File: src/rtl/det_count_display.sv
// Detection tally display: counts rising edges of the detector flag, shows the BCD digit
// on a 7-segment driver and lights dp for HOLD_CYCLES after each count. Macro: DET_SATURATE_EN.
module det_count_display #(
    parameter int unsigned HOLD_CYCLES = 8
) (
    input  logic       clk,
    input  logic       rst_n,
    input  logic       det_in,
    input  logic       ena,
    input  logic       clr,
    output logic [7:0] seg,
    output logic [3:0] count,
    output logic       ovf
);

    localparam logic [0:0] IDLE = 1'b0;
    localparam logic [0:0] SHOW = 1'b1;
    localparam logic [7:0] HOLD_LOAD = 8'(HOLD_CYCLES);

    logic       det_q;
    logic [3:0] count_q, count_d;
    logic       ovf_q, ovf_d;
    logic [7:0] hold_q, hold_d;
    logic [0:0] state_q, state_d;
    logic [7:0] seg_q, seg_d;
    logic [6:0] digit_seg;
    logic       det_edge;
    logic       upd;

    assign det_edge = det_in & ~det_q;
    assign upd      = det_edge & ena & ~clr;

    always_comb begin
        count_d = count_q;
        ovf_d   = ovf_q;
        if (clr) begin
            count_d = 4'd0;
            ovf_d   = 1'b0;
        end else if (upd) begin
            if (count_q == 4'd9) begin
                ovf_d = 1'b1;
`ifdef DET_SATURATE_EN
                count_d = 4'd9;
`else
                count_d = 4'd0;
`endif
            end else begin
                count_d = count_q + 4'd1;
            end
        end
    end

    // A retrigger reloads the window rather than extending it.
    always_comb begin
        hold_d = hold_q;
        if (clr) begin
            hold_d = 8'd0;
        end else if (upd) begin
            hold_d = HOLD_LOAD;
        end else if (hold_q != 8'd0) begin
            hold_d = hold_q - 8'd1;
        end
    end

    always_comb begin
        state_d = state_q;
        if (clr) begin
            state_d = IDLE;
        end else begin
            case (state_q)
                IDLE:    if (upd) state_d = SHOW;
                SHOW:    if (hold_d == 8'd0) state_d = IDLE;
                default: state_d = IDLE;
            endcase
        end
    end

    always_comb begin
        case (count_q)
            4'd0:    digit_seg = 7'h3F;
            4'd1:    digit_seg = 7'h06;
            4'd2:    digit_seg = 7'h5B;
            4'd3:    digit_seg = 7'h4F;
            4'd4:    digit_seg = 7'h66;
            4'd5:    digit_seg = 7'h6D;
            4'd6:    digit_seg = 7'h7D;
            4'd7:    digit_seg = 7'h07;
            4'd8:    digit_seg = 7'h7F;
            4'd9:    digit_seg = 7'h6F;
            default: digit_seg = 7'h79;
        endcase
        seg_d = {(state_q == SHOW), digit_seg};
    end

    // Segments are one register behind the tally so the display always lags the count by a cycle.
    always_ff @(posedge clk or negedge rst_n) begin
        if (!rst_n) begin
            det_q   <= 1'b0;
            count_q <= 4'd0;
            ovf_q   <= 1'b0;
            hold_q  <= 8'd0;
            state_q <= IDLE;
            seg_q   <= 8'h3F;
        end else begin
            det_q   <= det_in;
            count_q <= count_d;
            ovf_q   <= ovf_d;
            hold_q  <= hold_d;
            state_q <= state_d;
            seg_q   <= seg_d;
        end
    end

    assign seg   = seg_q;
    assign count = count_q;
    assign ovf   = ovf_q;

endmodule

File: config.mk
export PLATFORM = sky130hd
export DESIGN_NAME = det_count_display
export DESIGN_NICKNAME = d
export VERILOG_FILES = /design/src/rtl/det_count_display.sv
export SDC_FILE = /design/constraint.sdc
export NUM_CORES = 1
export LEC_CHECK = 0
export CORE_UTILIZATION = 56
export CTS_CLUSTER_SIZE = 20
export DETAILED_ROUTE_END_ITERATION = 7
export PLACE_DENSITY = 0.82
export SLEW_MARGIN = 20
export SYNTH_ARGS = -nofsm -noshare
export SYNTH_HDL_FRONTEND = slang
export SYNTH_SLANG_ARGS = --single-unit
File: constraint.sdc
create_clock -name clk -period 5.97 [get_ports clk]
set_clock_uncertainty 0.1 [all_clocks]
set_input_delay 1.194 -clock clk [delete_from_list [all_inputs] [get_ports clk]]
set_output_delay 1.194 -clock clk [all_outputs]
set_load 0.01 [all_outputs]
Yosys cells after proc, flatten, opt, wreduce, memory -nomap -nowiden:

Memory sizes are Yosys's and may differ from the RTL's. A register that Yosys moved wholly into a read port is not among the register bits.
Cells that the tools add are included.
W data, S select, Z words.

* register bits: 23
* bits in latches: 0
* RAM bits: 0
* bits in read-only memories: 112
* output and inout bits: 13
* word-level logic and storage cells: 35
* memories: 1

* add/subtract/negate cells: 2
* $mul: 0
* divide/modulo/power cells: 0
* magnitude comparators: 0
* eq/ne operators: 1
* shift operators: 0
* muxes and demuxes: 13
* bitwise operators: 6
* reduce and logical (&&, ||, !) cells: 6

Memories
* (name not given): depth 16, width 7, read ports 1, clocked after memory_dff 1, write ports 0, line 79 `case (count_q)`

Operators by type and width (number)
* $mux W8: 3
* $mux W4: 3
* $logic_not A8 Y1: 1
* $reduce_bool A8 Y1: 1
* $sub A8 B1 Y8 const B: 1
* $mux W1: 6
* $add A4 B1 Y4 const B: 1
* $eq A4 B4 Y1 const B: 1
* $reduce_bool A2 Y1: 2
* $and A1 B1 Y1: 3
* $not A1 Y1: 3
* $pmux W1 S2: 1
* $reduce_and A2 Y1: 1
* $logic_not A1 Y1: 1

Depth between registers and ports, before layout:

* depth in word-level cells: 10
* gate-level depth with buffers: 7
* mapped depth without buffers: 7

Worst setup path before layout:

OpenSTA, ideal clock, no wires.

* kind: input -> register
* from: in det_in
* to: reg state_q
* data arrival time: 1.929 ns
* setup slack: 3.803 ns
* stages: 5
* path buffers: 0
* cell sequence: nand3b_1 -> nand2_1 -> a21oi_1 -> nor3_1 -> a41oi_2

* cells in the longest elaborated chain, start to end: 9

RTL lines
* start: declaration: line 8 `input logic det_in,`
* $and A1 B1 Y1: line 30 `assign det_edge = det_in & ~det_q;`
* $and A1 B1 Y1 (2 in series): line 31 `assign upd = det_edge & ena & ~clr;`
* $mux W8: line 58 `end else if (upd) begin`
* $mux W8: line 56 `if (clr) begin`
* net hold_d[6]: line 23 `logic [7:0] hold_q, hold_d;`
* $logic_not A8 Y1: line 72 `SHOW: if (hold_d == 8'd0) state_d = IDLE;`
* $mux W1: line 72
* $pmux W1 S2: line 70 `case (state_q)`
* $mux W1: line 67 `if (clr) begin`
* net state_d: line 24 `logic [0:0] state_q, state_d;`
* end signal: assignment: line 109 `state_q <= state_d;`
* end: declaration: line 24

The timed path passes the listed nets, and every way through them passes these cells.
A chain may end at the register's enable or synchronous reset.

Final worst setup path:

* from: reg count_q[2] (netlist: count[2])
* to: out count[2]

RTL lines
* start: declaration: line 21 `logic [3:0] count_q, count_d;`
* start signal: assignment: line 106 `count_q <= count_d;`
* end: declaration: line 12 `output logic [3:0] count,`

No word-level cell between the ends.

==> impl_metrics.env <==
export IMPL_crit_arrival_ps=1550
export IMPL_via_per_inst=5.62
export IMPL_ys_flop_type="dfrtp_1"
export IMPL_post_dp_hpwl_mm=1.64
export IMPL_cts_hold_buf=0
export IMPL_worst_pin_slew_ps=493
export IMPL_drive_above_1_share_pct=11.9
export IMPL_diodes=0
export IMPL_outcome="complete, no violations"
export IMPL_finalPower_uw=491
export IMPL_synth_fp_nets=131
export IMPL_min_to="seg[7]"
export IMPL_r2r_end="state_q"
export IMPL_slowest_delay_ps=620
export IMPL_fin_crit_sh_pct=47.7
export IMPL_grt_pass1_wl_mm=3.91
export IMPL_ctsResizeCount=0
export IMPL_fmax_mhz=351
export IMPL_cts_setup_buffers=0
export IMPL_multi_input_area_um2=583
export IMPL_gr_total_overflow=0
export IMPL_h_tree_depth=1
export IMPL_synth_common_cells="dfrtp_1, nor2_1, ha_1"
export IMPL_pre_cts_ws_ps=3150
export IMPL_drv_cap=0
export IMPL_die_height_um=48.4
export IMPL_slew_viol_final=0
export IMPL_synthTopCellsByArea="dfrtp_1, dfstp_2, ha_1"
export IMPL_cp_top_family="flip-flops"
export IMPL_ff2ff_setup_slack_ps=3750
export IMPL_holdCritStartpoint="state_q"
export IMPL_start_util_pct=60.7
export IMPL_synth_edf_count=0
export IMPL_syn_avg_cell_area_um2=10.4
export IMPL_hold_class="reg2reg"
export IMPL_fin_crit_ps=2850
export IMPL_drc=0
export IMPL_netlist_instances=116
export IMPL_hold_path_depth=0
export IMPL_reg2reg_depth=5
export IMPL_crit_buf_inv=1
export IMPL_row_count=16
export IMPL_slew_headroom_pct=67.1
export IMPL_wl_per_cell_um=13.5
export IMPL_crit_type="reg2out"
export IMPL_cp_max_fo=14
export IMPL_start_kind="flop"
export IMPL_cts_sinks=23
export IMPL_cp_end_kind="output port"
export IMPL_seqCellArea_um2=583
export IMPL_dieArea_um2=2340
export IMPL_wl_mm=2.19
export IMPL_coreArea_um2=1980
export IMPL_rsz0062_at_grt="false"
export IMPL_antenna_found_initial=0
export IMPL_layout_nets=151
export IMPL_seq_area_frac_synth_pct=48.4
export IMPL_routabilityCongestion=0.835
export IMPL_ctsRootBufferMaster="clkbuf_4"
export IMPL_crit_slowest_cell="dfrtp_1"
export IMPL_fill_cells=135
export IMPL_yosysUniqueCellTypes=35
export IMPL_synth_cell_area_um2=1200
export IMPL_yosysMostFrequentCell="dfrtp_1"
export IMPL_crit_required_ps=4680
export IMPL_finalWorstSetupSlack_ps=3120
export IMPL_r2r_start="hold_q[5]"
export IMPL_grt_util_all_layers_pct=21.3
export IMPL_synth_top_area_share_pct=35.3
export IMPL_path_cells="clkdlybuf4s50_1"
export IMPL_tns_ps=0
export IMPL_leakage_nw=0.623
export IMPL_vdd_drop_max_v=0.000342
export IMPL_powerDensity_nw_per_um2=345
export IMPL_clk_pin_slew_ps=120
export IMPL_grt_pass1_vias=980
export IMPL_ctsLongestPathBuffers=2
export IMPL_pin_count=18
export IMPL_ant_nets=0
export IMPL_clock_latency_ps=310
export IMPL_yosys_area_top_type="dfrtp_1"
export IMPL_numCtsBuffers=3
export IMPL_syn2layout_area_growth_pct=18.1
export IMPL_synth_seq_cells=23
export IMPL_finalHoldViolations=0
export IMPL_drtIter0Drc=16
export IMPL_grt_start_max_net_pins=24
export IMPL_cts_tree="built"
export IMPL_yosys_warnings=0
export IMPL_drt_first_pass_iters=4
export IMPL_path_depth=1
export IMPL_via_count=910
export IMPL_final_setup_viol_count=0
export IMPL_die_w_um=48.4
export IMPL_async_flop_share_pct=100
export IMPL_io_buffers=17
-- flip-flops by register name, indices dropped and copies added (netlist names) --
signal	cells
seg	8
det_q	1
state_q	1
count	4
ovf	1
hold_q	8
-- metrics by stage --
step | instances | utilization [%] | hold WS, ps | instance area, um2
2_1_floorplan | 116 | - | 285 | 1200
3_3_place_gp | 158 | 70.6 | 314 | 1400
3_5_place_dp | 158 | 70.6 | 318 | 1400
4_1_cts | 162 | 72.0 | 364 | 1430
5_1_grt | 162 | 71.7 | 376 | 1420
6_report | 162 | 71.7 | 354 | 1420
-- where the power goes --
group / switching (mW) / total, mW / leakage, nW / internal [mW]
Combinational: 0.111 / 0.210 / 0.316 / 0.0986
Clock: 0.0466 / 0.0727 / 0.0150 / 0.0261
Sequential: 0.0256 / 0.208 / 0.291 / 0.183
Total: 0.184 / 0.491 / 0.623 / 0.307
-- layout make-up --
| class | instances | share of cell area (%) |
|---|---|---|
| inverter | 8 | 2.11 |
| clock buffer | 4 | 1.85 |
| sequential | 23 | 41.0 |
| timing repair buffer | 17 | 11.6 |
| tap | 27 | 2.38 |
| multi-input combinational | 83 | 41.0 |
-- worst max-delay path by stage --
stage,endpoint,start
2_1_floorplan,state_q,det_in
3_3_place_gp,state_q,det_in
3_5_place_dp,state_q,det_in
4_1_cts,count[2],count[2]
5_1_grt,count[2],count[2]
6_report,count[2],count[2]
-- layer usage --
| layer | part of all wire (%) | GRT usage (%) |
|---|---|---|
| met1 | 46 | 26.2 |
| met2 | 50 | 37.6 |
| met3 | 3.8 | 2.52 |
| met4 | 0.91 | 9.80 |
| met5 | 0 | 0 |
-- cell families after synthesis --
group / Yosys count / synth area share [%]
xor+xnor: 5 / 3.64
simple gates: 40 / 18.3
fa+ha+maj: 10 / 10.4
flops: 23 / 48.4
compound gates: 27 / 15.3
buf+inv: 10 / 3.12
mux: 1 / 0.832
-- cell usage in the layout, fill, tap and decap left out, types with 2 or more instances in the layout --
master and n:
a211oi_1 3, a21oi_1 7, dfstp_2 6, a211o_1 3, nand2b_1 2, xnor2_1 4, nand2_1 6, ha_1 10
clkbuf_4 3, nor2_1 12, nor2b_1 3, a21o_1 2, clkdlybuf4s50_1 16, o21ai_0 6, or3_1 2, dfrtp_1 17
inv_1 8, nor3_1 6
Power figures use the tool's default switching activity.
